### config.mk
export PLATFORM = sky130hd
export DESIGN_NAME = stream_mux_rr
export DESIGN_NICKNAME = d
export VERILOG_FILES = /design/src/rtl/mux_pkg.sv /design/src/rtl/rr_arbiter.sv /design/src/rtl/stream_mux_rr.sv
export SDC_FILE = /design/constraint.sdc
export NUM_CORES = 1
export LEC_CHECK = 0
export CAP_MARGIN = 20
export CORE_UTILIZATION = 33
export CTS_CLUSTER_SIZE = 40
export DETAILED_ROUTE_END_ITERATION = 10
export HOLD_SLACK_MARGIN = 0.02
export PLACE_DENSITY = 0.73
export SLEW_MARGIN = 40
export SYNTH_ARGS = -nofsm -noshare
export SYNTH_HDL_FRONTEND = slang
export SYNTH_SLANG_ARGS = --single-unit
export TNS_END_PERCENT = 100
### constraint.sdc
create_clock -name clk -period 2.1 [get_ports clk]
set_clock_uncertainty 0.2 [all_clocks]
set_input_delay 0.21 -clock clk [delete_from_list [all_inputs] [get_ports clk]]
set_output_delay 0.21 -clock clk [all_outputs]
set_load 0.03 [all_outputs]
### src/rtl/mux_pkg.sv
// mux_pkg: shared mode encodings for the stream multiplexer.
package mux_pkg;
   localparam int MODE_FIXED = 0;
   localparam int MODE_RR    = 1;
endpackage

### src/rtl/rr_arbiter.sv
// rr_arbiter: round-robin grant, searching last+1, last+2, ... mod NCH.
module rr_arbiter #(
   parameter int NCH = 3,
   parameter int IW  = 2
) (
   input  logic [NCH-1:0] req_i,
   input  logic [IW-1:0]  last_i,
   output logic [NCH-1:0] gnt_o,
   output logic [IW-1:0]  idx_o
);
   logic [IW-1:0] c;
   // Walk from the farthest candidate inward so the nearest requester wins.
   always_comb begin
      gnt_o = '0;
      idx_o = '0;
      c     = '0;
      for (int k = NCH; k >= 1; k--) begin
         c = IW'((int'(last_i) + k) % NCH);
         if (req_i[c]) begin
            gnt_o    = '0;
            gnt_o[c] = 1'b1;
            idx_o    = c;
         end
      end
   end
endmodule

### src/rtl/stream_mux_rr.sv
// stream_mux_rr: NCH-to-1 stream mux with a one-beat output register,
// fixed-select or round-robin arbitration.
module stream_mux_rr
   import mux_pkg::*;
#(
   parameter int WIDTH = 8,
   parameter int NCH   = 3,
   parameter int MODE  = MODE_FIXED
) (
   input  logic                     clk,
   input  logic                     rst_n,
   input  logic [NCH*WIDTH-1:0]     in_data,
   input  logic [NCH-1:0]           in_valid,
   output logic [NCH-1:0]           in_ready,
   input  logic [$clog2(NCH)-1:0]   sel,
   output logic [WIDTH-1:0]         out_data,
   output logic [$clog2(NCH)-1:0]   out_ch,
   output logic                     out_valid,
   input  logic                     out_ready
);
   localparam int IW = $clog2(NCH);
   logic [WIDTH-1:0] out_data_q, out_data_d;
   logic [IW-1:0]    out_ch_q, out_ch_d, last_q, last_d, gidx;
   logic             out_valid_q, out_valid_d, slot_free, cap;
   logic [NCH-1:0]   gnt;
   logic [WIDTH-1:0] ch_data [NCH];

   for (genvar g = 0; g < NCH; g++) begin : g_ch
      assign ch_data[g] = in_data[g*WIDTH +: WIDTH];
   end

   if (MODE == MODE_RR) begin : g_rr
      rr_arbiter #(.NCH(NCH), .IW(IW)) u_arb (
         .req_i  (in_valid),
         .last_i (last_q),
         .gnt_o  (gnt),
         .idx_o  (gidx)
      );
   end else begin : g_fix
      // Out-of-range select grants nobody.
      assign gidx = sel;
      assign gnt  = (int'(sel) < NCH) ? (NCH'(1) << sel) : '0;
   end

   assign slot_free = !out_valid_q || out_ready;
   assign in_ready  = (slot_free && rst_n) ? gnt : '0;
   assign cap       = |(in_ready & in_valid);

   always_comb begin
      out_valid_d = cap || (out_valid_q && !out_ready);
      out_data_d  = cap ? ch_data[gidx] : out_data_q;
      out_ch_d    = cap ? gidx : out_ch_q;
      last_d      = cap ? gidx : last_q;
   end

   always_ff @(posedge clk or negedge rst_n) begin
      if (!rst_n) begin
         out_valid_q <= 1'b0;
         out_data_q  <= '0;
         out_ch_q    <= '0;
         last_q      <= IW'(NCH - 1);
      end else begin
         out_valid_q <= out_valid_d;
         out_data_q  <= out_data_d;
         out_ch_q    <= out_ch_d;
         last_q      <= last_d;
      end
   end

   assign out_valid = out_valid_q;
   assign out_data  = out_data_q;
   assign out_ch    = out_ch_q;
endmodule
## After elaboration in Yosys (flattened, before gate mapping)

Index checks and enable logic that the tools add are counted.
Widths: inputs -> output; s select.

- Output and inout port bits: 14
- Bits in registers: 11
- Input bits: 32
- Word-level logic and storage cells: 20

- $lt $le $gt $ge: 2
- Muxes and demuxes: 5
- Reductions and logical operators: 7
- Bitwise gates (word level): 2
- Shifts and indexed selects: 1

Operator list:

| kind | count |
|---|---|
| $bmux 8 s2 | 1 |
| $mux 8 | 2 |
| $mux 3 | 2 |
| $and 3x3->3 | 1 |
| $ge 3x3->1 const B | 1 |
| $not 2->3 | 1 |
| $reduce_or 3->1 | 1 |
| $shl 1x2->3 const A | 1 |
| $logic_and 1x1->1 | 2 |
| $logic_not 1->1 | 2 |
| $logic_or 1x1->1 | 2 |
| $lt 2x2->1 const B | 1 |

## Logic depth before layout (Yosys ltp)

- Depth in word-level cells: 7
- Mapped depth: 5
- Mapped depth without buffers: 4

## Least setup slack after synthesis

Ideal clock, no wire load.

- Path type: register -> register
- Start point: register out_valid_q, in the netlist out_valid
- End point: register out_data_q[0], in the netlist out_data[0]
- Path slack: 355 ps
- Clock period less this slack: 1745 ps
- Data arrival time: 1421 ps
- Stages on the path, launching flop included: 5
- Path through: dfrtp_1 nand2b_1 nand3b_4 o21ai_4 mux2_2

- Longest elaborated chain between the ends: 6

Ends and longest elaborated chain:

| element | RTL line | text |
|---|---|---|
| start: declaration | stream_mux_rr.sv:24 | `logic out_valid_q, out_valid_d, slot_free, cap;` |
| start signal: assignment | stream_mux_rr.sv:63 | `out_valid_q <= out_valid_d;` |
| $logic_not 1->1 | stream_mux_rr.sv:45 | `assign slot_free = !out_valid_q \|\| out_ready;` |
| $logic_or 1x1->1 | stream_mux_rr.sv:45 |  |
| $logic_and 1x1->1 | stream_mux_rr.sv:46 | `assign in_ready = (slot_free && rst_n) ? gnt : '0;` |
| $mux 3 | stream_mux_rr.sv:46 |  |
| $and 3x3->3 | stream_mux_rr.sv:47 | `assign cap = \|(in_ready & in_valid);` |
| $reduce_or 3->1 | stream_mux_rr.sv:47 |  |
| end signal: assignment | stream_mux_rr.sv:64 | `out_data_q <= out_data_d;` |
| end: declaration | stream_mux_rr.sv:22 | `logic [WIDTH-1:0] out_data_q, out_data_d;` |

No other way between the ends.
A chain may end at the register's enable or synchronous reset.

## Final worst setup path

- Start point: input rst_n
- End point: output in_ready[2]

- Longest elaborated chain between the ends: 2

Ends and longest elaborated chain:

| element | RTL line | text |
|---|---|---|
| start: declaration | stream_mux_rr.sv:11 | `input logic rst_n,` |
| $logic_and 1x1->1 | stream_mux_rr.sv:46 |  |
| $mux 3 | stream_mux_rr.sv:46 |  |
| end: declaration | stream_mux_rr.sv:14 | `output logic [NCH-1:0] in_ready,` |

No other way between the ends.

==> results.sh <==
export IMPL_status="finished, final reports clean"
export IMPL_synth_seq_area_share=0.408
export IMPL_synth_seq_cells=11
export IMPL_preCtsSetupSlack_ns=-0.00106
export IMPL_ir_drop_v=0.000397
export IMPL_p_leak_nw=0.525
export IMPL_synth_area_per_cell_um2=10.7
export IMPL_drv_slew=0
export IMPL_tightest_slew_ns=0.307
export IMPL_dp_cells=135
export IMPL_regArea_um2=275
export IMPL_yosysMostFrequentCell="dfrtp_1"
export IMPL_dpl_hpwl_um=1570
export IMPL_cts_tree="yes"
export IMPL_fin_cells=139
export IMPL_timing_fmax_mhz=525
export IMPL_die_area_um2=2230
export IMPL_vias_per_cell=4.79
export IMPL_final_period_utilization=0.906
export IMPL_ctsHoldBuffers=0
export IMPL_syn2layout_area_growth_pct=77.0
export IMPL_track_usage=0.205
export IMPL_rows=15
export IMPL_grt_overflow_total=0
export IMPL_routed_wl_um=1920
export IMPL_antenna_found_initial=0
export IMPL_grt_max_degree=13
export IMPL_critical_path_class="in -> out"
export IMPL_netlist_area_leader_share=0.408
export IMPL_cts_sinks=11
export IMPL_grt_pass1_vias=737
export IMPL_layout_nets=147
export IMPL_fin_area_um2=1190
export IMPL_rsz0062_at_grt="false"
export IMPL_nFillCells=162
export IMPL_async_flop_share=1.00
export IMPL_core_area_um2=1820
export IMPL_post_cts_setup_buffers=0
export IMPL_portBuffers=45
export IMPL_drive_gt1_frac=0.193
export IMPL_vias=666
export IMPL_ctsRootBufferMaster="clkbuf_4"
export IMPL_remaining_drc_errors=0
export IMPL_synth_ff_type="dfrtp_1"
export IMPL_critPathRequiredTime_ns=1.69
export IMPL_ys_warn_count=0
export IMPL_wl_per_cell_um=13.8
export IMPL_fin_crit_ns=1.90
export IMPL_antennaDiodeCount=0
export IMPL_p_total_mw=0.822
export IMPL_fp_dieH_um=47.2
export IMPL_multi_input_area_um2=380
export IMPL_timing_final_ws_setup_ns=0.197
export IMPL_utilization=0.656
export IMPL_cts_buffers=3
export IMPL_final_hold_violation_count=0
export IMPL_ant_nets=0
export IMPL_clock_latency_ns=0.26
export IMPL_synth_area_um2=674
export IMPL_cp_start_kind="input port"
export IMPL_setup_viol=0
export IMPL_synthCells=63
export IMPL_initialDrtViolationCount=5
export IMPL_synth_enable_flop_cells=0
export IMPL_hold_class="in -> async"
export IMPL_crit_fanout=4
export IMPL_htree_levels=1
export IMPL_clk_pin_slew_worst_paths_ns=0.08
export IMPL_powerDensity_nw_per_um2=689
export IMPL_synthesis_nets=95
export IMPL_cp_end_kind="output pin"
export IMPL_ys_types=19
export IMPL_synth_area_leader_cell="dfrtp_1"
export IMPL_max_cap_violations=0
export IMPL_initial_core_util=0.370
export IMPL_hold_ws_ns=0.231
export IMPL_cts_resized=0
export IMPL_drtPass1Iterations=4
export IMPL_slew_limit_headroom=0.789
export IMPL_synthTopCellsByCount="dfrtp_1, nand2_1, mux2i_1, o21ai_0, mux2_2"
export IMPL_tns_ns=0
export IMPL_arrival_ns=1.49
export IMPL_postPlaceCellArea_um2=1170
export IMPL_place_gp_congestion=0.817
export IMPL_die_w_um=47.2
export IMPL_cts_path_max_buffers=2
export IMPL_synthTopCellsByArea="dfrtp_1, mux2i_1, mux2_2, o21ai_0, nand2_1"
export IMPL_io_pins=46
export IMPL_grt_pass1_wl_um=3110
-- critical path: stages --
cell             delay, ns
clkdlybuf4s50_1       0.63
buf_4                 0.19
and3b_1               0.18
and2_1                0.13
buf_4                 0.15
-- power breakdown --
group          total [mW]  internal (mW)  leakage (nW)  switching (mW)
Sequential          0.288          0.261         0.135          0.0269
Combinational       0.386          0.197         0.375           0.189
Clock               0.148         0.0734        0.0150          0.0745
-- kinds of logic after synthesis --
group,after synthesis,synth area share
simple gates,20,0.180
mux,17,0.267
compound gates,12,0.117
flops,11,0.408
buf+inv,3,0.0278
-- layout by cell type (no fill, tap or decap), drive strengths merged --
cell            n
and2            1
mux2i           9
nand2          10
nand2b          2
a21o            1
a32o            1
clkdlybuf4s50  42
nand4           1
o21ai          10
and3b           1
nor2b           1
clkbuf          4
and2b           1
nor2            1
and3            1
mux2            8
buf             8
dfrtp          11
nand3b          1
-- sequential cells by signal (all words and copies together) (netlist names) --
register and flops:
out_valid 1, out_data 8, out_ch 2
-- per-layer routing --
layer	wire length [µm]	GRT usage	up-vias
li1	-	-	327
met1	801	0.241	296
met2	964	0.361	39
met3	143	0.0500	4
met4	14	0.0743	0
met5	0	0	-
-- final cells by class --
cell class / instances / area share
multi-input combinational: 49 / 0.319
clock buffer: 4 / 0.0220
tap: 25 / 0.0262
sequential: 11 / 0.231
timing repair buffer: 50 / 0.403
-- final timing paths --
path	start	endpoint	slack, ns	cells after the start
max	rst_n	in_ready[2]	0.20	5
min	rst_n	out_data[7]	0.23	2
max reg2reg	out_valid	out_data[5]	0.34	4
min reg2reg	out_data[3]	out_data[3]	0.32	1
max in group asynchronous	rst_n	out_data[5]	1.30	2
min in group clk	out_data[3]	out_data[3]	0.32	1
Power figures use the tool's default switching activity.
==> variant 1 (same flow settings) <==
`NCH` is set to 3 in 2 places; all go to 6.
--- a/src/rtl/rr_arbiter.sv
+++ b/src/rtl/rr_arbiter.sv
@@ -1,5 +1,5 @@
 // rr_arbiter: round-robin grant, searching last+1, last+2, ... mod NCH.
 module rr_arbiter #(
-   parameter int NCH = 3,
+   parameter int NCH = 6,
    parameter int IW  = 2
 ) (
--- a/src/rtl/stream_mux_rr.sv
+++ b/src/rtl/stream_mux_rr.sv
@@ -5,5 +5,5 @@
 #(
    parameter int WIDTH = 8,
-   parameter int NCH   = 3,
+   parameter int NCH   = 6,
    parameter int MODE  = MODE_FIXED
 ) (
Ports: changed (5 resized); port bits go from 46 to 78. The function was not compared with the original's and may differ.
==> variant 1 against the original RTL <==
The flow now finishes with violations (design-rule violations); design area increased by 64%; synthesized area grew 52%; sequential cell count rose by 1; hold slack worse by 0.061 ns; worst setup slack got worse by 0.076 ns; fmax fell by 3.9%; routed wire length grew 64%; power is 35% higher.
==> variant 1: results (changes against the original RTL) <==
- DRT antenna net count: 0 (unchanged)
- Leak Pwr: 0.893 nW (was 0.525 nW)
- Clk_lat worst skew: 0.26 ns (about the same)
- Dpl ws: -0.295 ns (was -0.00106 ns)
- Total GRT Usage: 19.8% (was 20.5%)
- Starting DRT DRC Count: 51 (was 5)
- Tightest Pin Transition: 0.339 ns (was 0.307 ns)
- Largest net degree at the start of global routing: 14 (was 13)
- Post-CTS setup buffer count: 0 (unchanged)
- Clock Path Buffers: 2 (unchanged)
- Syn. warnings: 0 (unchanged)
- Reg2Reg Depth: 6 (was 4)
- Reg2reg start: out_valid (unchanged)
- WL final: 3150 µm (was 1920 µm)
- Status: finished, violations left (was complete, no violations)
- Max Slew Vio Count: 0 (unchanged)
- Sequential element share of the synthesized area: 29.4% (was 40.8%)
- DP Wirelength: 2720 µm (was 1570 µm)
- # resized after CTS: 1 (was 0)
- Commonest cells post-synth: 12 x dfrtp_1, 10 x mux2i_1, 9 x inv_1, 9 x mux2_4 (was 11 x dfrtp_1, 10 x nand2_1, 9 x mux2i_1, 9 x o21ai_0, 8 x mux2_2)
- Vias: 1,017 (was 666)
- Crit path to: in_ready[3] (was in_ready[2])
- CTS Buf Count: 3 (unchanged)
- Final net count: 237 (was 147)
- VDD IR max: 0.237 mV (was 0.397 mV)
- Ant. Diodes: 0 (unchanged)
- # port buffers: 77 (was 45)
- Clock slew at reported path FFs: approximately 0.070 ns
- Failing checks: design-rule violations
- Clock H-tree levels: 1 (unchanged)
- Cell variety after synth: 23 (was 19)
- Leading post-synthesis cells by cell area: dfrtp_1 29%, mux4_2 18%, mux2_4 13% (was dfrtp_1 41%, mux2i_1 13%, mux2_2 13%)
- Vias in the first global route: 1,083 (was 737)
- Worst Path Arrival: 1.57 ns (was 1.49 ns)
- Crit Path Max Fanout: 4 (unchanged)
- Routability congestion estimate: 0.766 (was 0.817)
- First-pass GRT wire length: 5030 µm (was 3110 µm)
- Root buf cell: clkbuf_4 (unchanged)
- Share of cells above drive strength 1: 29.7% (was 19.3%)
- Reg2reg end: out_data[1] (was out_data[5])
- Hold Path Class: in -> async (unchanged)
- Syn nets: 144 (was 95)
- Detailed Routing Iterations Pass 1: 9 (was 4)
- Max FFs per register: 8 (unchanged)
- Initial antenna violation count: 0 (unchanged)
- Ys flop type: dfrtp_1 (unchanged)
- Post-synthesis async set-or-reset flop share: 100% (unchanged)
- Crit path from: out_ready (was rst_n)
- DRC viols: 3 (was 0)
- Final setup margin: 0.120 ns (was 0.197 ns)
- Reg2Reg Setup Slack: 0.18 ns (was 0.34 ns)
[variant 1: how the worst min path moves through the flow]
stage	from	endpoint	slack [ns]	depth (start not counted)
6_report	rst_n	out_ch[0]	0.17	2
5_1_grt	rst_n	out_ch[0]	0.19	2
4_1_cts	rst_n	out_data[3]	0.17	2
3_5_place_dp	out_ch[2]	out_ch[2]	0.28	1
3_3_place_gp	out_ch[2]	out_ch[2]	0.27	1
2_1_floorplan	rst_n	out_ch[0]	-0.29	0
[variant 1: cell families after synthesis]
family                 count (synthesis)  synth area share [%]
AOI/OAI and AO/OA                     10                  6.36
buffers and inverters                 15                  6.61
DFF                                   12                  29.4
muxes                                 28                  42.8
and+or+nand+nor                       19                  14.8
[variant 1: area by class of cell]
| cell class | count | area [µm²] |
|---|---|---|
| clock buffer | 3 | 22.5 |
| fill | 212 | 896 |
| inverter | 9 | 33.8 |
| multi-input combinational | 57 | 667 |
| sequential | 12 | 300 |
| tap | 31 | 38.8 |
| timing repair buffer | 94 | 895 |
[variant 1: metal layers]
metal  vias up  track usage (%)  routed length (µm)
met3         6             3.79                 191
met2        37             33.9                1520
li1        501                -                   -
met5         -                0                   0
met1       473             25.2                1390
met4         0             6.80                  42
[variant 1: through the flow]
step | TNS, ns | instance area, µm² | util (%) | instances | power, W
2_1_floorplan | 0 | 1030 | - | 84 | 0.000671
3_3_place_gp | -2.27 | 1940 | 67.9 | 203 | 0.000972
3_5_place_dp | -2.57 | 1940 | 67.9 | 203 | 0.000984
4_1_cts | 0 | 1960 | 68.6 | 206 | 0.00112
5_1_grt | 0 | 1960 | 68.6 | 206 | 0.00117
6_report | 0 | 1960 | 68.6 | 206 | 0.00111
[variant 1: critical path, stage by stage]
cell	delay, ns
clkdlybuf4s50_1	0.46
and2b_2	0.27
buf_4	0.16
nor2_1	0.13
and3_1	0.18
buf_4	0.16
[variant 1: power by group]
group	internal [W]	switching, W	leakage, nW	total (W)
combinational	0.000364	0.000277	0.730	0.000642
clock	0.0000663	0.0000702	0.0138	0.000136
sequential	0.000297	0.0000391	0.150	0.000336
==> variant 2 (same flow settings) <==
Without the edit above. Reset style: synchronous (`rst_n`), changed in one clocked block.
--- a/src/rtl/stream_mux_rr.sv
+++ b/src/rtl/stream_mux_rr.sv
@@ -54,5 +54,5 @@
    end
 
-   always_ff @(posedge clk or negedge rst_n) begin
+   always_ff @(posedge clk) begin
       if (!rst_n) begin
          out_valid_q <= 1'b0;
Check against the original RTL: differs if rst_n is asserted again (counterexample within 4 cycles, from zero or initial values and one cycle with rst_n low); with rst_n held inactive, the same outputs for 10 cycles.
==> variant 2 against the original RTL <==
Fmax up 0.40%; worst setup slack improved by 0.0076 ns; synthesized area decreased by 2.8%; routed wire length increased by 2.5%; power decreased by 30%; sequential cell count did not move; design area shrank 0.31%; highest routed layer unchanged.
==> variant 2: results (changes against the original RTL) <==
- Routability congestion estimate: 0.689 (was 0.817)
- Crit Path Max Fanout: 13 (was 4)
- Leak Pwr: 0.545 nW (was 0.525 nW)
- Cell variety after synth: 23 (was 19)
- Commonest cells post-synth: 11 x dfxtp_1, 9 x mux2i_1, 9 x nand2_1 (was 11 x dfrtp_1, 10 x nand2_1, 9 x mux2i_1, 9 x o21ai_0, 8 x mux2_2)
- VDD IR max: 0.355 mV (was 0.397 mV)
- DP Wirelength: 1530 µm (was 1570 µm)
- Post-CTS setup buffer count: 0 (unchanged)
- Starting DRT DRC Count: 11 (was 5)
- # resized after CTS: 0 (unchanged)
- Detailed Routing Iterations Pass 1: 4 (unchanged)
- Vias in the first global route: 703 (was 737)
- WL final: 1970 µm (was 1920 µm)
- Initial antenna violation count: 0 (unchanged)
- Root buf cell: clkbuf_4 (unchanged)
- Final net count: 152 (was 147)
- HP Start: out_ch[0]
- Final hold viol count: 0 (unchanged)
- Tightest Pin Transition: 0.423 ns (was 0.307 ns)
- Largest net degree at the start of global routing: 14 (was 13)
- Syn nets: 100 (was 95)
- Reg2reg start: out_valid (unchanged)
- Total GRT Usage: 20.3% (was 20.5%)
- Hold Path Class: reg -> reg (was in -> async)
- Clock slew at reported path FFs: 0.07 ns
- CTS Buf Count: 3 (unchanged)
- Worst Path Arrival: 1.49 ns (about the same)
- Share of cells above drive strength 1: 15.1% (was 19.3%)
- Max FFs per register: 8 (unchanged)
- Post-synthesis async set-or-reset flop share: 0% (was 100%)
- Status: complete, no violations (unchanged)
- First-pass GRT wire length: 3020 µm (was 3110 µm)
- Crit path from: rst_n (unchanged)
- Clk_lat worst skew: 0.26 ns (about the same)
- Leading post-synthesis cells by cell area: dfxtp_1 34%, mux2i_1 14%, o211a_1 12% (was dfrtp_1 41%, mux2i_1 13%, mux2_2 13%)
- # port buffers: 45 (unchanged)
- Clock Path Buffers: 2 (unchanged)
- Syn. warnings: 0 (unchanged)
- Ant. Diodes: 0 (unchanged)
- Avg Vias per Cell: 5.11 (was 4.79)
- Clock H-tree levels: 1 (unchanged)
- Sequential element share of the synthesized area: 33.6% (was 40.8%)
## variant 2: worst paths after layout
kind / endpoint / slack (ns) / cells after the start
setup / recovery: in_ready[0] / 0.20 / 5
hold reg to reg: out_ch[0] / 0.30 / 2
hold / removal: out_ch[0] / 0.30 / 2
setup reg to reg: out_data[2] / 0.33 / 5
## variant 2: routing by layer
metal / wire, µm / global-route usage [%] / share of wire [%]
met1: 867 / 24.1 / 44
met2: 973 / 33.6 / 49
met3: 112 / 6.27 / 5.7
met4: 20 / 7.65 / 1.0
met5: 0 / 0 / 0
## variant 2: per-stage QoR
stage | std cells | utilization [%] | instance area [µm²] | setup slack, ns
after global placement | 140 | 64.6 | 1160 | 0.0438
after detailed placement | 140 | 64.6 | 1160 | -0.00896
after CTS | 144 | 66.0 | 1190 | 0.196
final | 144 | 66.0 | 1190 | 0.204
after floorplan | 68 | - | 656 | 0.322
after global routing | 144 | 66.0 | 1190 | 0.0395
## variant 2: cells by family after synthesis
logic type	count (synthesis)	share of synthesized area [%]
AND/OR/NAND/NOR	21	19.7
multiplexers	9	13.7
buffers and inverters	8	6.68
flip-flops	11	33.6
AO/OA/AOI/OAI	19	26.3
## variant 2: layout make-up
type | instances | area (µm²)
multi-input combinational | 49 | 398
inverter | 1 | 3.75
sequential | 11 | 220
fill | 169 | 612
timing repair buffer | 54 | 510
clock buffer | 4 | 26.3
tap | 25 | 31.3
## variant 2: worst max-delay path, cell delays in order
cell and delay (ns):
clkdlybuf4s50_1 0.47, buf_4 0.19, nor3b_1 0.28, nor2b_1 0.17, buf_4 0.16
## variant 2: where the power goes
part	total (W)	internal, W	leakage, nW	switching (W)
registers	0.000229	0.000222	0.0901	0.00000718
logic	0.000203	0.000115	0.440	0.0000881
clock network	0.000145	0.0000733	0.0150	0.0000721
total	0.000578	0.000411	0.545	0.000167
